## config.mk

```make
export PLATFORM = sky130hd
export DESIGN_NAME = mm2s_cmd_sched
export DESIGN_NICKNAME = d
export VERILOG_FILES = /design/src/rtl/mm2s_cmd_sched.sv
export SDC_FILE = /design/constraint.sdc
export NUM_CORES = 1
export LEC_CHECK = 0
export BUFFER_PORTS_ARGS = -buffer_cell sky130_fd_sc_hd__buf_2
export CAP_MARGIN = 20
export CORE_AREA = 2 2 126 128
export CTS_BUF_LIST = sky130_fd_sc_hd__clkbuf_4 sky130_fd_sc_hd__clkbuf_8
export CTS_CLUSTER_SIZE = 10
export DETAILED_ROUTE_END_ITERATION = 10
export DIE_AREA = 0 0 128 130
export PLACE_DENSITY = 0.79
export SYNTH_ARGS = -nofsm -noshare
export SYNTH_HDL_FRONTEND = slang
export SYNTH_SLANG_ARGS = --single-unit
export TNS_END_PERCENT = 10
```

## constraint.sdc

```tcl
create_clock -name clk -period 4 [get_ports clk]
set_clock_uncertainty 0.05 [all_clocks]
set_input_delay 0.6 -clock clk [delete_from_list [all_inputs] [get_ports clk]]
set_output_delay 0.6 -clock clk [all_outputs]
set_load 0.01 [all_outputs]
```

## src/rtl/mm2s_cmd_sched.sv

```systemverilog
// mm2s_cmd_sched: round-robin sharing of one DataMover MM2S command channel.
// Each grant emits one command and one tag (data type in tag[62:61]), an
// in-flight limit is enforced, and completions are returned per requester by
// watching tlast on the MM2S data stream.
// Optional: define MM2S_SCHED_PERF_CNT_EN for grant/stall performance counters.
//
// Handshakes: every stream is valid/ready; a transfer happens in a cycle where
// both are high, valid never drops without a transfer, and tdata is held
// constant while valid is high. req_valid/req_ready follow the same rule with
// req_ready as a combinational one-cycle grant strobe.
module mm2s_cmd_sched #(
   parameter int N_REQ           = 3,
   parameter int ADDR_WIDTH      = 32,
   parameter int BTT_WIDTH       = 23,
   parameter int CMD_WIDTH       = 72,
   parameter int TAG_WIDTH       = 64,
   parameter int MAX_OUTSTANDING = 8,
   parameter logic [2*N_REQ-1:0] REQ_TYPES = {2'b10, 2'b11, 2'b00}
) (
   input  logic                          clk,
   input  logic                          rst,
   input  logic [N_REQ-1:0]              req_valid,
   output logic [N_REQ-1:0]              req_ready,
   input  logic [N_REQ*ADDR_WIDTH-1:0]   req_addr,
   input  logic [N_REQ*BTT_WIDTH-1:0]    req_btt,
   output logic [N_REQ-1:0]              req_done,
   output logic                          m_axis_mm2s_cmd_tvalid,
   input  logic                          m_axis_mm2s_cmd_tready,
   output logic [CMD_WIDTH-1:0]          m_axis_mm2s_cmd_tdata,
   output logic                          m_axis_mm2s_tag_tvalid,
   input  logic                          m_axis_mm2s_tag_tready,
   output logic [TAG_WIDTH-1:0]          m_axis_mm2s_tag_tdata,
   input  logic                          mon_mm2s_tvalid,
   input  logic                          mon_mm2s_tready,
   input  logic                          mon_mm2s_tlast,
   output logic [$clog2(MAX_OUTSTANDING):0] outstanding,
   output logic                          err_underflow,
   output logic                          dbg_state_o
`ifdef MM2S_SCHED_PERF_CNT_EN
   ,
   output logic [N_REQ*32-1:0]           perf_grant_cnt,
   output logic [31:0]                   perf_stall_cnt
`endif
);

   localparam int IW = (N_REQ > 2) ? 2 : 1;
   localparam int PW = $clog2(MAX_OUTSTANDING);
   localparam int OW = $clog2(MAX_OUTSTANDING) + 1;
   localparam logic [OW-1:0] MAX_CNT = OW'(MAX_OUTSTANDING);

   typedef enum logic {IDLE = 1'b0, ISSUE = 1'b1} state_t;

   state_t                 state_q, state_d;
   logic                   cmd_valid_q, cmd_valid_d;
   logic                   tag_valid_q, tag_valid_d;
   logic [CMD_WIDTH-1:0]   cmd_data_q, cmd_data_d;
   logic [TAG_WIDTH-1:0]   tag_data_q, tag_data_d;
   logic [4:0]             seq_q, seq_d;
   logic [IW-1:0]          rr_ptr_q, rr_ptr_d;
   logic [OW-1:0]          outstanding_q, outstanding_d;
   logic [N_REQ-1:0]       req_done_q;
   logic                   err_q;
   logic [PW-1:0]          wr_ptr_q, rd_ptr_q;
   logic [IW-1:0]          fifo_mem [MAX_OUTSTANDING];

   logic                   found, grant, cpl_ev, pop;
   logic [IW-1:0]          winner;
   logic [1:0]             win_type;
   logic [ADDR_WIDTH-1:0]  sel_addr;
   logic [BTT_WIDTH-1:0]   sel_btt;

   assign cpl_ev = mon_mm2s_tvalid & mon_mm2s_tready & mon_mm2s_tlast;
   assign pop    = cpl_ev & (|outstanding_q);

   // Find the first pending requester at or above rr_ptr_q, wrapping around
   always_comb begin
      found    = 1'b0;
      winner   = '0;
      win_type = '0;
      sel_addr = '0;
      sel_btt  = '0;
      for (int i = 0; i < N_REQ; i++) begin
         for (int j = 0; j < N_REQ; j++) begin
            if (!found && (j == (int'(rr_ptr_q) + i) % N_REQ) && req_valid[j]) begin
               found    = 1'b1;
               winner   = IW'(j);
               win_type = REQ_TYPES[2*j +: 2];
               sel_addr = req_addr[j*ADDR_WIDTH +: ADDR_WIDTH];
               sel_btt  = req_btt[j*BTT_WIDTH +: BTT_WIDTH];
            end
         end
      end
   end

   // IDLE/ISSUE next state, grant strobe and command/tag formation
   always_comb begin
      state_d     = state_q;
      cmd_valid_d = cmd_valid_q;
      tag_valid_d = tag_valid_q;
      cmd_data_d  = cmd_data_q;
      tag_data_d  = tag_data_q;
      seq_d       = seq_q;
      rr_ptr_d    = rr_ptr_q;
      grant       = 1'b0;
      req_ready   = '0;
      case (state_q)
         IDLE: begin
            if (found && (outstanding_q < MAX_CNT)) begin
               grant       = 1'b1;
               req_ready   = N_REQ'(1) << winner;
               cmd_valid_d = 1'b1;
               tag_valid_d = 1'b1;
               cmd_data_d  = '0;
               cmd_data_d[BTT_WIDTH-1:0]  = sel_btt;
               cmd_data_d[23]             = 1'b1;
               cmd_data_d[30]             = 1'b1;
               cmd_data_d[32 +: ADDR_WIDTH] = sel_addr;
               cmd_data_d[64 +: 4]        = seq_q[3:0];
               tag_data_d  = '0;
               tag_data_d[61 +: 2]        = win_type;
               tag_data_d[56 +: 5]        = seq_q;
               tag_data_d[BTT_WIDTH-1:0]  = sel_btt;
               seq_d       = seq_q + 5'd1;
               rr_ptr_d    = IW'((int'(winner) + 1) % N_REQ);
               state_d     = ISSUE;
            end
         end
         ISSUE: begin
            if (m_axis_mm2s_cmd_tready) cmd_valid_d = 1'b0;
            if (m_axis_mm2s_tag_tready) tag_valid_d = 1'b0;
            if (!cmd_valid_d && !tag_valid_d) state_d = IDLE;
         end
         default: state_d = IDLE;
      endcase
   end

   // In-flight count: a grant and an accepted completion cancel out
   always_comb begin
      outstanding_d = outstanding_q;
      if (grant && !pop)      outstanding_d = outstanding_q + OW'(1);
      else if (!grant && pop) outstanding_d = outstanding_q - OW'(1);
   end

   // FSM, stream and arbitration registers
   always_ff @(posedge clk) begin
      if (rst) begin
         state_q     <= IDLE;
         cmd_valid_q <= 1'b0;
         tag_valid_q <= 1'b0;
         cmd_data_q  <= '0;
         tag_data_q  <= '0;
         seq_q       <= '0;
         rr_ptr_q    <= '0;
      end else begin
         state_q     <= state_d;
         cmd_valid_q <= cmd_valid_d;
         tag_valid_q <= tag_valid_d;
         cmd_data_q  <= cmd_data_d;
         tag_data_q  <= tag_data_d;
         seq_q       <= seq_d;
         rr_ptr_q    <= rr_ptr_d;
      end
   end

   // Completion ID FIFO storage; occupancy is tracked by outstanding_q
   always_ff @(posedge clk) begin
      if (grant) fifo_mem[wr_ptr_q] <= winner;
   end

   // FIFO pointers, in-flight count, completion pulse and sticky underflow
   always_ff @(posedge clk) begin
      if (rst) begin
         wr_ptr_q      <= '0;
         rd_ptr_q      <= '0;
         outstanding_q <= '0;
         req_done_q    <= '0;
         err_q         <= 1'b0;
      end else begin
         if (grant) wr_ptr_q <= wr_ptr_q + PW'(1);
         if (pop)   rd_ptr_q <= rd_ptr_q + PW'(1);
         outstanding_q <= outstanding_d;
         req_done_q    <= pop ? (N_REQ'(1) << fifo_mem[rd_ptr_q]) : '0;
         if (cpl_ev && !(|outstanding_q)) err_q <= 1'b1;
      end
   end

   assign m_axis_mm2s_cmd_tvalid = cmd_valid_q;
   assign m_axis_mm2s_cmd_tdata  = cmd_data_q;
   assign m_axis_mm2s_tag_tvalid = tag_valid_q;
   assign m_axis_mm2s_tag_tdata  = tag_data_q;
   assign outstanding            = outstanding_q;
   assign req_done               = req_done_q;
   assign err_underflow          = err_q;
   assign dbg_state_o            = state_q;

`ifdef MM2S_SCHED_PERF_CNT_EN
   logic [N_REQ*32-1:0] perf_grant_q;
   logic [31:0]         perf_stall_q;
   logic                stall;

   assign stall = (state_q == IDLE) && (|req_valid) && (outstanding_q == MAX_CNT);

   // Per-requester grant counters and limit-stall counter, all wrapping
   always_ff @(posedge clk) begin
      if (rst) begin
         perf_grant_q <= '0;
         perf_stall_q <= '0;
      end else begin
         for (int i = 0; i < N_REQ; i++) begin
            if (grant && (winner == IW'(i)))
               perf_grant_q[i*32 +: 32] <= perf_grant_q[i*32 +: 32] + 32'd1;
         end
         if (stall) perf_stall_q <= perf_stall_q + 32'd1;
      end
   end

   assign perf_grant_cnt = perf_grant_q;
   assign perf_stall_cnt = perf_stall_q;
`endif

endmodule
```

Word level (Yosys, flattened, before mapping):

Memories as Yosys holds them, arrays and structs flattened. A register that Yosys moved wholly into a read port is not among the register bits.
Cells that the tools add are included.

* divide/modulo/power cells: 4
* shift-type cells: 2
* add/subtract/negate cells: 8
* bitwise operators: 5
* eq/ne operators: 7
* $lt $le $gt $ge: 1
* reduce and logical (&&, ||, !) cells: 42
* muxes and demuxes: 62

Operators by type and width (number)
* two-way mux 32 bit: 9
* two-way mux 23 bit: 9
* == test 2 x 32 -> 1 bit, first input constant: 3
* == test 3 x 32 -> 1 bit, first input constant: 3
* zero test 32 bit: 3
* modulo 32 x 3 -> 32 bit, second input constant: 3
* modulo 3 x 3 -> 32 bit, second input constant: 1
* two-way mux 2 bit: 15
* logical AND 1 bit: 22
* two-way mux 1 bit: 20
* zero test 1 bit: 13
* two-way mux 3 bit: 4
* two-way mux 4 bit: 2
* adder 2 x 1 -> 3 bit, second input constant: 2
* adder 3 x 1 -> 3 bit, second input constant: 2
* case mux 1 bit (2 select lines): 3
* << shifter 1 x 2 -> 3 bit, first input constant: 2
* adder 5 x 1 -> 5 bit, second input constant: 1
* adder 4 x 1 -> 4 bit, second input constant: 1
* less-than comparator 4 bit, second input constant: 1
* OR reduction 4 bit: 1
* subtractor 4 x 1 -> 4 bit, second input constant: 1
* adder 2 x 2 -> 3 bit, second input constant: 1
* bitwise AND 1 bit: 3
* other kinds (5): 6

* logic and storage cells: 144
* register bits: 115
* memory bits (writable): 16
* memories kept: 1

Memories
* fifo_mem: depth 8, bits a word 2, rd ports 1, clocked after memory_dff 1, write ports 1, line 64 `logic [IW-1:0] fifo_mem [MAX_OUTSTANDING];`

Logic depth before layout (Yosys ltp):

* word-level depth: 43
* gate-level depth with buffers: 14
* depth with buffers taken out: 12

Worst setup path before layout:

Ideal clock, no wire load.

* path kind: reg2reg
* start: register rr_ptr_q[0]
* end: register outstanding_q[3] (netlist: outstanding[3])
* arrival time: 2.824 ns
* buffers on the path: 2
* path slack: 1.005 ns
* setup time: 0.121 ns
* clock period less this slack: 2.995 ns
* cell stages (with the launch flop): 15
* data required time: 3.829 ns
* cells stage by stage: dfxtp_1 -> inv_1 -> ha_1 -> nor3_1 -> or3_4 -> inv_2 -> buf_4 -> buf_2 -> ha_1 -> inv_1 -> ha_1 -> a21oi_1 -> a211oi_1 -> a31oi_1 -> mux2_2

* cells in the longest elaborated chain, start to end: 42
* elaborated cells on any way between the ends: 56

RTL lines
* start: declaration: line 59 `logic [IW-1:0] rr_ptr_q, rr_ptr_d;`
* start signal: assignment: line 161 `rr_ptr_q <= rr_ptr_d;`
* parallel branches: the longest is 35 deep, another holds modulo 32 x 3 -> 32 bit
* two-way mux 1 bit (*): line 84 `if (!found && (j == (int'(rr_ptr_q) + i) % N_REQ) && req_valid[j]) begin`
* logical AND 1 bit (*): line 108 `if (found && (outstanding_q < MAX_CNT)) begin`
* two-way mux 1 bit (*): line 108
* two-way mux 1 bit (*): line 106 `case (state_q)`
* zero test 1 bit: line 141 `else if (!grant && pop) outstanding_d = outstanding_q - OW'(1);`
* logical AND 1 bit: line 141
* nonzero test 2 bit (no line)
* end signal: assignment: line 181 `outstanding_q <= outstanding_d;`
* end: declaration: line 60 `logic [OW-1:0] outstanding_q, outstanding_d;`

Every way passes the cells marked *.
A chain may end at the register's enable or synchronous reset.

Final worst setup path:

* start: register rr_ptr_q[0]
* end: output req_ready[2]

* cells in the longest elaborated chain, start to end: 39
* elaborated cells on any way between the ends: 60

RTL lines
* parallel branches: the longest is 35 deep, another holds modulo 32 x 3 -> 32 bit
* two-way mux 2 bit (*): line 84
* net winner[1]: line 67 `logic [IW-1:0] winner;`
* << shifter 1 x 2 -> 3 bit (*): line 110 `req_ready = N_REQ'(1) << winner;`
* two-way mux 3 bit (*): line 108
* two-way mux 3 bit (*): line 106
* end: declaration: line 23 `output logic [N_REQ-1:0] req_ready,`

Mark *: on every way through the listed nets, which the timed path passes.

==> flow_summary.json <==
{
  "globalplace.congestion": 0.784,
  "postCtsSetupBuffers": 0,
  "tightestPinTransition_ns": 0.895,
  "h-tree-depth": 3,
  "crit_path_start_kind": "register",
  "status": "completed",
  "power_density_nw_per_um2": 685,
  "tns_ns": 0,
  "dp.final_hpwl_um": 12300,
  "synth_top_area_cell": "dfxtp_1",
  "clock.fmax_mhz": 307,
  "grt_util_all_layers_pct": 18.6,
  "crit_type": "register to output pin",
  "ys_ff_latch": 106,
  "seq_power_share_pct": 33.3,
  "layout.nets": 1017,
  "overflow": 0,
  "setup_slack_ns": 0.740,
  "cpMaxStageDelayCell": "and2_2",
  "cts_buffers": 9,
  "hold_class": "register to register",
  "yosys_warnings": 0,
  "cts_sinks": 106,
  "first_global_vias": 4737,
  "clk_pin_slew_ns": 0.10,
  "cts_root_buf": "clkbuf_8",
  "maxCapViolCount": 0,
  "synthDistinctLibCells": 50,
  "min_period_ns": 3.26,
  "firstDrtPassIters": 5,
  "swShare_pct": 44.5,
  "drtIter0Drc": 351,
  "die_h_um": 130,
  "grt_max_degree": 73,
  "die_x_um": 128,
  "syn-instance-count": 610,
  "crit_path_end_kind": "output pin",
  "fin_crit_sh_pct": 81.5,
  "fillCellCount": 1484,
  "vias_per_cell": 5.08,
  "drive_gt1_share_pct": 42.9,
  "top_level_ports": 325,
  "dr.max_layer_used": "met4",
  "io_buffers": 279,
  "cp_max_fo": 27,
  "antenna_found_initial": 0,
  "drv_slew": 0,
  "cts_tree": "done",
  "regArea_sq_um": 2280,
  "synth_top_area_share_pct": 31.1,
  "cts.path.max_buffers": 2,
  "core-area_sq_um": 15400,
  "routed-wl-met3_um": 1000,
  "leakagePower_nw": 3.13,
  "final_cell_mix": "buf_2 (278), dfxtp_1 (90), nor2_1 (76), a22oi_1 (55), o21ai_0 (53)",
  "syn_avg_cell_area_sq_um": 9.50,
  "layout_commonest_cell": "buf_2",
  "cp.arrival_ns": 2.61,
  "finalHoldViolCount": 0,
  "via_count": 5209,
  "grt_pass1_wl_um": 24300,
  "internal_power_w": 0.00268,
  "ir_worst_vdd_v": 0.000385,
  "syn_area_sq_um": 5800,
  "setup_viol": 0,
  "seq_area_frac_synth_pct": 39.4,
  "rows": 46,
  "drc": 0,
  "synth_area_leaders": "dfxtp_1 (31%), a311oi_2 (10%), buf_4 (10%), edfxtp_1 (8.3%), a22oi_1 (7.1%)",
  "critical-path-max-stage-delay_ns": 0.42,
  "rsz0062_at_grt": "no",
  "wire_per_inst_um": 16.0,
  "wl_um": 16400,
  "drt-met1-wl_um": 6960,
  "place_ws_ns": 0.824,
  "initial_utilization_pct": 37.6,
  "p_switching_w": 0.00215,
  "path_cells": "inv_1, ha_1, and2_2, nor2_1, inv_1, ha_1, and2_1, buf_2",
  "multi_input_area_sq_um": 2810,
  "p_clk_share_pct": 14.1,
  "wl_met2_um": 8170,
  "p_comb_share_pct": 52.6,
  "post_cts_resized": 0,
  "slew-limit-headroom_pct": 40.3,
  "postCtsHoldBufs": 0,
  "area_delta_synth_final_pct": 21.7,
  "diodes": 0,
  "insertion_delay_ns": 0.37,
  "p_total_w": 0.00483,
  "ant_nets": 0,
  "die_area_sq_um": 16600,
  "required_ns": 3.35
}
[final cells by class]
type / instances / share of cell area [%]
clock buffers: 9 / 1.76
clock inverters: 7 / 1.08
inverters: 13 / 0.728
multi-input cells: 411 / 39.9
flip-flops and latches: 106 / 32.4
well taps: 192 / 3.41
repair buffers: 288 / 20.8
[power groups by stage]
stage / logic, W / registers [W] / clock network, W
finish: 0.00254 / 0.00161 / 0.000680
global route: 0.00284 / 0.00164 / 0.000738
CTS: 0.00256 / 0.00161 / 0.000703
detailed placement: 0.00256 / 0.00163 / 0
global placement: 0.00249 / 0.00161 / 0
floorplan: 0.00194 / 0.00169 / 0
[per-layer routing]
| metal | track usage (%) | vias to the layer above |
|---|---|---|
| li1 | - | 2545 |
| met5 | 0 | - |
| met2 | 30.9 | 219 |
| met1 | 24.6 | 2426 |
| met3 | 3.53 | 19 |
| met4 | 5.95 | 0 |
[cells in the mapped netlist (all sizes together)]
cell	number
or2	2
mux4	4
mux2i	2
clkbuf	22
a31oi	1
o21bai	2
nor3	4
a22oi	55
o21ai	58
nor2	76
nor3b	2
or4	1
o211a	1
edfxtp	16
a21oi	20
nor4b	3
xor2	2
a211o	1
nand2	28
o22ai	1
dfxtp	90
a311oi	55
nor4	4
a211oi	3
nor2b	4
ha	12
or3	3
conb	1
nand3	4
nand3b	1
xnor2	6
a21bo	1
and2	5
buf	102
and3	1
mux2	2
inv	13
fa	1
a221oi	1
[final timing paths]
check             depth (start not counted)                                     end                                    from  slack [ns]
setup / recovery                          8                            req_ready[2]                rr_ptr_q[0]$_SDFFE_PP0N_        0.74
hold / removal                            2  m_axis_mm2s_tag_tdata[61]$_SDFFE_PP0N_  m_axis_mm2s_tag_tdata[61]$_SDFFE_PP0N_        0.41
setup reg to reg                          8                fifo_mem[3][1]$_DFFE_PP_                rr_ptr_q[0]$_SDFFE_PP0N_        0.82
hold reg to reg                           2  m_axis_mm2s_tag_tdata[61]$_SDFFE_PP0N_  m_axis_mm2s_tag_tdata[61]$_SDFFE_PP0N_        0.41
[registers in the layout, indices dropped and copies added, names as in the netlist, named ones only]
| register | count |
|---|---|
| wr_ptr_q | 3 |
| rd_ptr_q | 3 |
| rr_ptr_q | 2 |
| dbg_state_o | 1 |
| err_underflow | 1 |
| m_axis_mm2s_tag_tdata | 30 |
| fifo_mem | 16 |
| m_axis_mm2s_cmd_tdata | 33 |
| outstanding | 4 |
| req_done | 3 |
| seq_q | 5 |
| m_axis_mm2s_cmd_tvalid | 1 |
| m_axis_mm2s_tag_tvalid | 1 |
[worst max-delay path: cells and delay by family (launching register included)]
kind	cells	cell delay [ns]
buffers and inverters	3	0.42
adder cells (fa/ha/maj)	2	0.52
AND/OR/NAND/NOR	3	0.93
flip-flops	1	0.37
[logic make-up (layout without fill, tap and decap cells)]
group                    count (synthesis)  in the layout  share of synthesized area (%)
multiplexers                             8              8                           2.29
buffers and inverters                  137            317                           15.1
other                                    1             45                         0.0647
XOR/XNOR                                 8              8                           1.21
adder cells (fa/ha/maj)                 13             13                           2.94
flip-flops                             106            106                           39.4
AO/OA/AOI/OAI                          199            199                           28.5
AND/OR/NAND/NOR                        138            138                           10.5
[metrics by stage]
step | utilization (%) | std cells | hold WS (ns) | instance area [sq um]
finish | 45.7 | 1026 | 0.411 | 7050
global route | 45.7 | 1026 | 0.429 | 7050
CTS | 45.7 | 1026 | 0.415 | 7050
detailed placement | 44.4 | 1010 | 0.399 | 6850
global placement | 44.4 | 1010 | 0.395 | 6850
floorplan | - | 654 | 0.387 | 5960
Note: power is estimated with default switching activity, not from simulation.
